==> config.mk <==
export PLATFORM = sky130hd
export DESIGN_NAME = udcounter_tc_logger
export DESIGN_NICKNAME = d
export VERILOG_FILES = /design/src/rtl/udcounter_tc_logger.sv
export SDC_FILE = /design/constraint.sdc
export NUM_CORES = 1
export LEC_CHECK = 0
export BUFFER_PORTS_ARGS = -buffer_cell sky130_fd_sc_hd__buf_2
export CAP_MARGIN = 15
export CORE_MARGIN = 2
export CORE_UTILIZATION = 58
export DETAILED_ROUTE_END_ITERATION = 8
export PLACE_DENSITY = 0.86
export SYNTH_ARGS = -nofsm -noshare
export SYNTH_HDL_FRONTEND = slang
export SYNTH_SLANG_ARGS = --single-unit
==> constraint.sdc <==
create_clock -name clk -period 4.8 [get_ports clk]
set_clock_uncertainty 0.05 [all_clocks]
set_input_delay 0.48 -clock clk [delete_from_list [all_inputs] [get_ports clk]]
set_output_delay 0.48 -clock clk [all_outputs]
set_load 0.01 [all_outputs]
==> src/rtl/udcounter_tc_logger.sv <==
// Terminal-count event logger: timestamps each rising edge of tc and queues {dir, stamp} in a small FIFO.
// Optional feature macro: TC_LOGGER_DROP_CNT_EN adds a saturating drop counter output drop_cnt.
module udcounter_tc_logger #(
    parameter int DEPTH   = 4,
    parameter int STAMP_W = 16
) (
    input  logic                     clk,
    input  logic                     reset,
    input  logic [7:0]               count,
    input  logic                     tc,
    input  logic                     clr_ovf,
    output logic                     out_valid,
    input  logic                     out_ready,
    output logic [STAMP_W:0]         out_data,
    output logic [$clog2(DEPTH):0]   level,
    output logic                     overflow
`ifdef TC_LOGGER_DROP_CNT_EN
    ,
    output logic [7:0]               drop_cnt
`endif
);

    localparam int AW = $clog2(DEPTH);
    localparam logic [AW:0]        FULL_LVL  = (AW+1)'(DEPTH);
    localparam logic [AW:0]        PTR_ONE   = (AW+1)'(1);
    localparam logic [STAMP_W-1:0] STAMP_ONE = STAMP_W'(1);

    logic [STAMP_W-1:0] stamp;
    logic               tc_q;
    logic [STAMP_W:0]   mem [DEPTH];
    logic [AW:0]        wr_cnt;
    logic [AW:0]        rd_cnt;

    logic               tc_event;
    logic               full;
    logic               pop;
    logic               push;
    logic               drop;
    logic [STAMP_W:0]   entry;

    // Handshake: the head entry is transferred on any rising clk edge where
    // out_valid && out_ready; out_valid never depends on out_ready and
    // out_data holds steady while out_valid && !out_ready.
    assign level     = wr_cnt - rd_cnt;
    assign full      = (level == FULL_LVL);
    assign out_valid = (level != '0);
    assign out_data  = out_valid ? mem[rd_cnt[AW-1:0]] : '0;

    assign tc_event = tc && !tc_q;
    assign pop      = out_valid && out_ready;
    assign push     = tc_event && (!full || pop);
    assign drop     = tc_event && full && !pop;
    assign entry    = {(count == 8'h00), stamp};

    always_ff @(posedge clk) begin
        if (reset) begin
            stamp <= '0;
            tc_q  <= 1'b0;
        end else begin
            stamp <= stamp + STAMP_ONE;
            tc_q  <= tc;
        end
    end

    // When full with a simultaneous pop the write slot aliases the head slot;
    // that is safe because the head is consumed on the same edge.
    always_ff @(posedge clk) begin
        if (push && !reset) begin
            mem[wr_cnt[AW-1:0]] <= entry;
        end
    end

    always_ff @(posedge clk) begin
        if (reset) begin
            wr_cnt <= '0;
            rd_cnt <= '0;
        end else begin
            if (push) wr_cnt <= wr_cnt + PTR_ONE;
            if (pop)  rd_cnt <= rd_cnt + PTR_ONE;
        end
    end

    always_ff @(posedge clk) begin
        if (reset) begin
            overflow <= 1'b0;
        end else if (drop) begin
            overflow <= 1'b1;
        end else if (clr_ovf) begin
            overflow <= 1'b0;
        end
    end

`ifdef TC_LOGGER_DROP_CNT_EN
    // A drop in the clearing cycle counts as the first drop after the clear.
    always_ff @(posedge clk) begin
        if (reset) begin
            drop_cnt <= 8'h00;
        end else if (clr_ovf) begin
            drop_cnt <= drop ? 8'h01 : 8'h00;
        end else if (drop && drop_cnt != 8'hFF) begin
            drop_cnt <= drop_cnt + 8'h01;
        end
    end
`endif

endmodule

==> Word-level counts from Yosys, hierarchy flattened <==
Memories as Yosys holds them, arrays and structs flattened. A register that Yosys moved wholly into a read port is not among the register bits.
Index checks and enable logic that the tools add are counted.
{ "word_totals": {"n_memories": 1, "output_inout_bits": 22, "ram_bits": 68, "elab_cells": 32, "in_bits": 13, "reg_bits": 24} }
{ "op_classes": {"eq_ne": 1, "addsub": 4, "n_mux": 7, "reduce_logical": 14} }
{ "memory_table": {"columns": ["name", "depth", "word_bits", "read_ports", "rd_clocked_by_memory_dff", "wr", "line_no", "source"], "rows": [
  ["mem", 4, 17, 1, 1, 1, "30", "logic [STAMP_W:0] mem [DEPTH];"]
]} }
{ "ops": {"columns": ["operator", "n"], "rows": [
  ["$mux 17", 1],
  ["$add 16x1->16 const B", 1],
  ["$logic_not 8->1", 1],
  ["$add 3x1->3 const B", 2],
  ["$logic_and 1x1->1", 6],
  ["$logic_not 1->1", 4],
  ["$mux 1", 4],
  ["$mux 2", 2],
  ["$eq 3x3->1 const B", 1],
  ["$reduce_bool 3->1", 1],
  ["$sub 3x3->3", 1],
  ["$reduce_bool 2->1", 1],
  ["$logic_or 1x1->1", 1]
]} }

==> Depth between registers and ports, before layout <==
Gate-level depths: netlist of run 1.
{ "logic_depth": {"word_depth": 8, "mapped_depth": 8, "mapped_depth_nobuf": 8} }

==> Least setup slack after synthesis of run 1 <==
No wires, ideal clock.
{ "synth_path": {"kind": "flip-flop to flip-flop", "from": "register wr_cnt[0]", "to": "memory mem[0][0] in the netlist's numbering, enable pin", "setup_ps": 441, "stages_incl_launch_ff": 7, "synth_period_minus_slack_ps": 3755, "slack_ps": 1045, "t_arrival_ps": 3264, "path_cell_list": "dfxtp_1 -> inv_1 -> ha_1 -> fa_1 -> nand2_1 -> nor3_2 -> nor4b_1"} }
{ "synth_via": {"elab_chain_len": 8, "word_cells_on_any_way": 10, "classes_between": "add/sub: 1; eq/ne: 1; mux: 2; reduce/logical: 6"} }
{ "synth_rtl": {"columns": ["element", "line_no", "source"], "rows": [
  ["start: declaration", "31", "logic [AW:0] wr_cnt;"],
  ["start signal: assignment", "78", "if (push) wr_cnt <= wr_cnt + PTR_ONE;"],
  ["$sub 3x3->3", "44", "assign level = wr_cnt - rd_cnt;"],
  ["$eq 3x3->1 / $reduce_bool 3->1 (equally long branches)", "45, 46", null],
  ["$logic_not 1->1 / $logic_and 1x1->1 (equally long branches)", "51, 50", null],
  ["$logic_or 1x1->1", "51", "assign push = tc_event && (!full || pop);"],
  ["$logic_and 1x1->1", "51", null],
  ["$logic_and 1x1->1", "68", "if (push && !reset) begin"],
  ["$mux 1", "68", null],
  ["$mux 1 (not written as such)", "69", "mem[wr_cnt[AW-1:0]] <= entry;"],
  ["end: declaration", "30", null]
]} }
Parallel ways exist; a longest one is shown, timed or not.

==> Worst setup path in the final report of run 1 <==
{ "layout_path": {"from": "register wr_cnt[0]", "to": "output out_data[1]"} }
{ "layout_via": {"elab_chain_len": 3} }
{ "layout_rtl": {"columns": ["element", "line_no", "source"], "rows": [
  ["$sub 3x3->3", "44", null],
  ["$reduce_bool 3->1", "46", "assign out_valid = (level != '0);"],
  ["$mux 17", "47", "assign out_data = out_valid ? mem[rd_cnt[AW-1:0]] : '0;"],
  ["end: declaration", "14", "output logic [STAMP_W:0] out_data,"]
]} }
Every way passes these cells.

==> results of run 1 <==
[per-stage QoR]
stage | hold slack (ns) | total power (W) | instances | util [%]
2_1_floorplan | 0.415 | 0.00137 | 246 | -
3_3_place_gp | 0.444 | 0.00156 | 354 | 64.5
3_5_place_dp | 0.458 | 0.00158 | 354 | 64.5
4_1_cts | 0.354 | 0.00214 | 370 | 67.9
5_1_grt | 0.383 | 0.00222 | 370 | 67.9
6_report | 0.374 | 0.00211 | 370 | 67.9
[power groups by stage]
stage	clock network (W)	registers (W)	logic, W
after floorplan	0	0.000935	0.000433
after CTS	0.000573	0.000936	0.000629
after global routing	0.000602	0.000940	0.000675
after detailed placement	0	0.000954	0.000625
after global placement	0	0.000951	0.000613
final	0.000561	0.000935	0.000614
[area by class of cell]
cell class	instances	area [um^2]
Sequential cell	94	2560
Fill cell	429	2040
Multi-Input combinational cell	133	1180
Timing Repair Buffer	39	208
Clock buffer	10	128
Tap cell	77	96.3
Clock inverter	6	93.8
Inverter	11	41.3
[how the worst min path moves through the flow]
stage | to | slack (ns) | cells after the start
after floorplan | stamp[0] | 0.41 | 1
after global placement | stamp[0] | 0.44 | 1
after detailed placement | stamp[0] | 0.46 | 1
after CTS | overflow | 0.35 | 4
after global routing | overflow | 0.38 | 4
final | overflow | 0.37 | 4
[layer usage]
metal  up-vias  GRT usage [%]  part of all wire, %
met5         -              0                    0
met4         0           9.24                  2.4
met3        16           4.86                  3.5
met2        58           33.5                   53
met1      1040           23.4                   41
li1        996              -                    -
[sequential cells by signal (all words and copies together), names as in the netlist, named ones only]
signal,cells
mem,68
rd_cnt,3
overflow,1
tc_q,1
wr_cnt,3
stamp,16
[critical path, delay by kind of cell, from the launching register on]
kind	cells	cell delay, ns
flops	1	0.37
fa+ha+maj	2	0.59
xor+xnor	1	0.29
simple gates	2	0.80
buf+inv	3	0.35
[cells by family after synthesis]
family          Yosys count  synth area share [%]
compound gates           14                  2.50
fa+ha+maj                 8                  2.83
flops                    94                  67.4
mux                      19                  10.6
buf+inv                  19                  2.07
simple gates             78                  11.0
xor+xnor                 14                  3.62
[synth_stat cells (2+ instances only)]
master,count
nor3_1,4
or4_1,2
nand3_1,7
xnor2_1,9
nand2b_1,2
o21ai_0,3
nand4_1,2
xor2_1,4
nor4b_1,2
mux4_2,17
nor3b_1,2
nor2b_1,20
buf_2,2
mux2i_1,2
or3_1,3
dfxtp_1,26
nor4_1,3
a21oi_1,6
nand2_1,5
inv_1,10
nor2_1,23
edfxtp_1,68
buf_1,3
ha_1,7
==> results.cfg, run 1 <==
[die]
design.die.area_um2 = 7220
die_x_um = 85.0
core_um2 = 6350
std_cell_rows = 29
initial_core_util_pct = 59.9
io_pins = 35
fp.dieH_um = 85.0

[timing]
finalHoldViolCount = 0
setup_slack_ns = 1.52
setup_viol = 0
fmax_mhz = 305
tns_ns = 0
rsz0062_at_grt = false
finalMaxSlewViolations = 0
worst_pin_slew_ns = 0.861
fin_crit_ns = 3.28
slew_headroom_pct = 42.5
period_share_pct = 68.4

[cts]
clk_pin_slew_ns = 0.09
root_buffer = clkbuf_8
cts_setup_buffers = 0
post_cts_resized = 0
cts.sinks = 94
ctsLongestPathBuffers = 2
clkLatencyLatePin_ns = 0.35
numCtsBuffers = 9
cts.htree.levels = 3
cts_hold_buffers = 0
tritoncts = yes

[yosys]
yosys.area.top_type = edfxtp_1
synth-edff-count = 68
syn-instance-count = 246
yosysSeqAreaShare_pct = 67.4
synth_area_leaders = edfxtp_1, dfxtp_1, mux4_2
ys_warn_count = 0
syn_area_per_cell_um2 = 15.5
async_flop_share_pct = 0
synth-seq-cells = 94
synth_area_um2 = 3800
synth_nets = 267
ys.flop_type = edfxtp_1
synth.distinct_cells = 38
synth_top_area_share_pct = 53.7

[critical_path]
slowest_stage = nor2_2
slowest_delay_ns = 0.67
end_kind = output port
r2r_cells = 7
setup.worst_path.start = wr_cnt[0]
ff2ff_setup_slack_ns = 2.33
r2r_end = mem[3][7]
cp-start-kind = flop
crit_end = out_data[1]
crit_chain = inv_1 > ha_1 > fa_1 > xnor3_2 > inv_2 > nor2_2 > nor2b_1 > buf_2
worst-path-max-fanout = 18
worstPathArrival_ns = 2.75
cp_data_required_time_ns = 4.27
path_class = reg -> out
r2r_start = wr_cnt[0]

[global_routing]
gr-total-overflow = 0
grt_max_degree = 29
grt_pass1_vias = 2148
track_usage_pct = 19.6
grt_pass1_wl_mm = 10.5
antenna_found_initial = 0

[route]
wl_per_cell_um = 17.5
drtPass1Iterations = 4
drc = 0
vias = 2110
routed_wl_mm = 6.48
ant_nets = 0
drt-vias-per-instance = 5.70
dr.first_iter.drc_count = 208

[power]
ir_worst_vdd_mv = 0.437
powerDensity_nw_per_um2 = 489
pwr-share-comb_pct = 29.1
p_int_w = 0.00147
p_sw_w = 0.000635
clkPwrFrac_pct = 26.6
seqPwrFrac_pct = 44.3
leakage_nw = 1.50
swShare_pct = 30.1

[place]
place_area_um2 = 4090
pre_cts_ws_ns = 1.87
routabilityCongestion = 0.784
place_hpwl_mm = 4.02
portBuffers = 34

[final_layout]
layout-drive-gt1-share_pct = 27.6
stdcell_area_um2 = 4310
final_nets = 309
n_antenna_cell = 0
layout_commonest_cell = edfxtp_1
layout_common_cells = edfxtp_1, buf_2, dfxtp_1
area_growth_syn_to_layout_pct = 13.4

[run]
drv_cap = 0

[worst_hold_path]
hp-start = clr_ovf
worstHoldPathType = in -> reg

[status]
status = completed
Note: power is estimated with default switching activity, not from simulation.
==> run 2: changes to the inputs <==
==> constraint.sdc (replaced) <==
create_clock -name clk -period 3.3 [get_ports clk]
set_clock_uncertainty 0.05 [all_clocks]
set_input_delay 0.33 -clock clk [delete_from_list [all_inputs] [get_ports clk]]
set_output_delay 0.33 -clock clk [all_outputs]
set_load 0.01 [all_outputs]
==> run 2 against run 1 <==
Against the previous run: worst hold slack worse by 0.13 ns; register-to-register slack worse by 1.5 ns; core utilization is 0.16 points lower; routed wire length is 1.2% higher; total power is 45% higher; via count is 1.8% lower; sequential power is 45% higher; non-clock buffer count is 1 higher; combinational power is 49% higher; first-iteration DRC count is 24% lower.
==> results.cfg, run 2 (same netlist as run 1, synthesis figures left out) <==
[status]
status = completed

[worst_hold_path]
worstHoldPathType = in -> reg

[final_layout]
layout_commonest_cell = edfxtp_1
fillCellCount = 427
area_growth_syn_to_layout_pct = 13.2
stdcell_area_um2 = 4300
fin_cells = 370
layout-drive-gt1-share_pct = 27.0
final-seq-area_um2 = 2560
n_antenna_cell = 0
layout_common_cells = edfxtp_1, buf_2, dfxtp_1
multi_input_area_um2 = 1180
final_core_util_pct = 67.8
largest_reg_flops = 68
final_nets = 310

[die]
std_cell_rows = 29
io_pins = 35
die_x_um = 85.0
initial_core_util_pct = 59.9
core_um2 = 6350
fp.dieH_um = 85.0
design.die.area_um2 = 7220

[place]
pre_cts_ws_ns = 0.824
place_hpwl_mm = 4.27
routabilityCongestion = 0.774
portBuffers = 34
place_inst = 355
place_area_um2 = 4100

[critical_path]
slowest_stage = fa_1
end_kind = output port
path_delay_family = adder cells
cp_data_required_time_ns = 2.92
crit_chain = inv_1 > ha_1 > fa_1 > xnor3_2 > inv_2 > nor2_2 > buf_4 > nor2b_1 > buf_2
path_buf_inv = 4
worstPathArrival_ns = 2.43
slowest_delay_ns = 0.39
worst-path-max-fanout = 18
path_class = reg -> out
cp-start-kind = flop

[timing]
rsz0062_at_grt = false
slew_headroom_pct = 41.2
whs_ns = 0.248
period_share_pct = 85.1
worst_pin_slew_ns = 0.880
finalMaxSlewViolations = 0
fin_crit_ns = 2.81
finalHoldViolCount = 0
setup_viol = 0
setup_slack_ns = 0.491
fmax_mhz = 356

[cts]
post_cts_resized = 0
clk_pin_slew_ns = 0.08
cts.htree.levels = 3
ctsLongestPathBuffers = 2
cts_setup_buffers = 0
clkLatencyLatePin_ns = 0.34
root_buffer = clkbuf_8
numCtsBuffers = 9
cts.sinks = 94
cts_hold_buffers = 0
tritoncts = yes

[power]
ir_worst_vdd_mv = 0.635
leakage_nw = 1.51
powerDensity_nw_per_um2 = 711

[route]
drc = 0
drt-vias-per-instance = 5.60
routed_wl_mm = 6.56
drtPass1Iterations = 4
vias = 2073
dr.first_iter.drc_count = 158
wl_per_cell_um = 17.7
ant_nets = 0

[global_routing]
gr-total-overflow = 0
antenna_found_initial = 0
track_usage_pct = 19.7
grt_max_degree = 29
grt_pass1_wl_mm = 10.7
grt_pass1_vias = 2189

[run]
drv_cap = 0
run 2: changes by cell type in the layout (fill, tap and decap cells not counted), sizes merged:
cell,before,now
clkinvlp,1,0
buf,39,40
inv,12,11
clkbuf,10,11
run 2: cell type report:
| cell class | instances | area share [%] |
|---|---|---|
| Clock buffer | 11 | 3.05 |
| Clock inverter | 4 | 1.69 |
| Inverter | 11 | 0.959 |
| Multi-Input combinational cell | 133 | 27.5 |
| Sequential cell | 94 | 59.5 |
| Tap cell | 77 | 2.24 |
| Timing Repair Buffer | 40 | 5.00 |
run 2: power breakdown:
part	internal, W	switching, W
registers	0.00131	0.0000477
clock network	0.000422	0.000361
logic	0.000416	0.000500
run 2: metrics by stage:
| step | setup TNS [ns] | power, W |
|---|---|---|
| 4_1_cts | 0 | 0.00309 |
| 2_1_floorplan | -15.48 | 0.00199 |
| 3_3_place_gp | 0 | 0.00230 |
| 3_5_place_dp | 0 | 0.00232 |
| 6_report | 0 | 0.00306 |
| 5_1_grt | 0 | 0.00321 |
run 2: worst register-to-register path, stage by stage (launching register included):
cell and delay [ns]:
dfxtp_1 0.37, inv_1 0.11, ha_1 0.23, fa_1 0.46
nand2_1 0.24, nor3_2 0.12, nor4b_2 0.26, buf_4 0.31
run 2: worst paths after layout:
path	from	to	slack, ns	cells after the start
setup / recovery	wr_cnt[0]	out_data[15]	0.49	9
hold reg to reg	stamp[0]	stamp[0]	0.48	1
setup reg to reg	wr_cnt[0]	mem[0][8]	0.83	7
hold / removal	clr_ovf	overflow	0.25	4
run 2: layer usage:
metal,track usage (%),vias up,share of wire [%]
li1,-,992,-
met5,0,-,0
met2,33.7,39,51
met1,24.6,1025,44
met3,3.21,17,2.6
met4,9.52,0,2.7
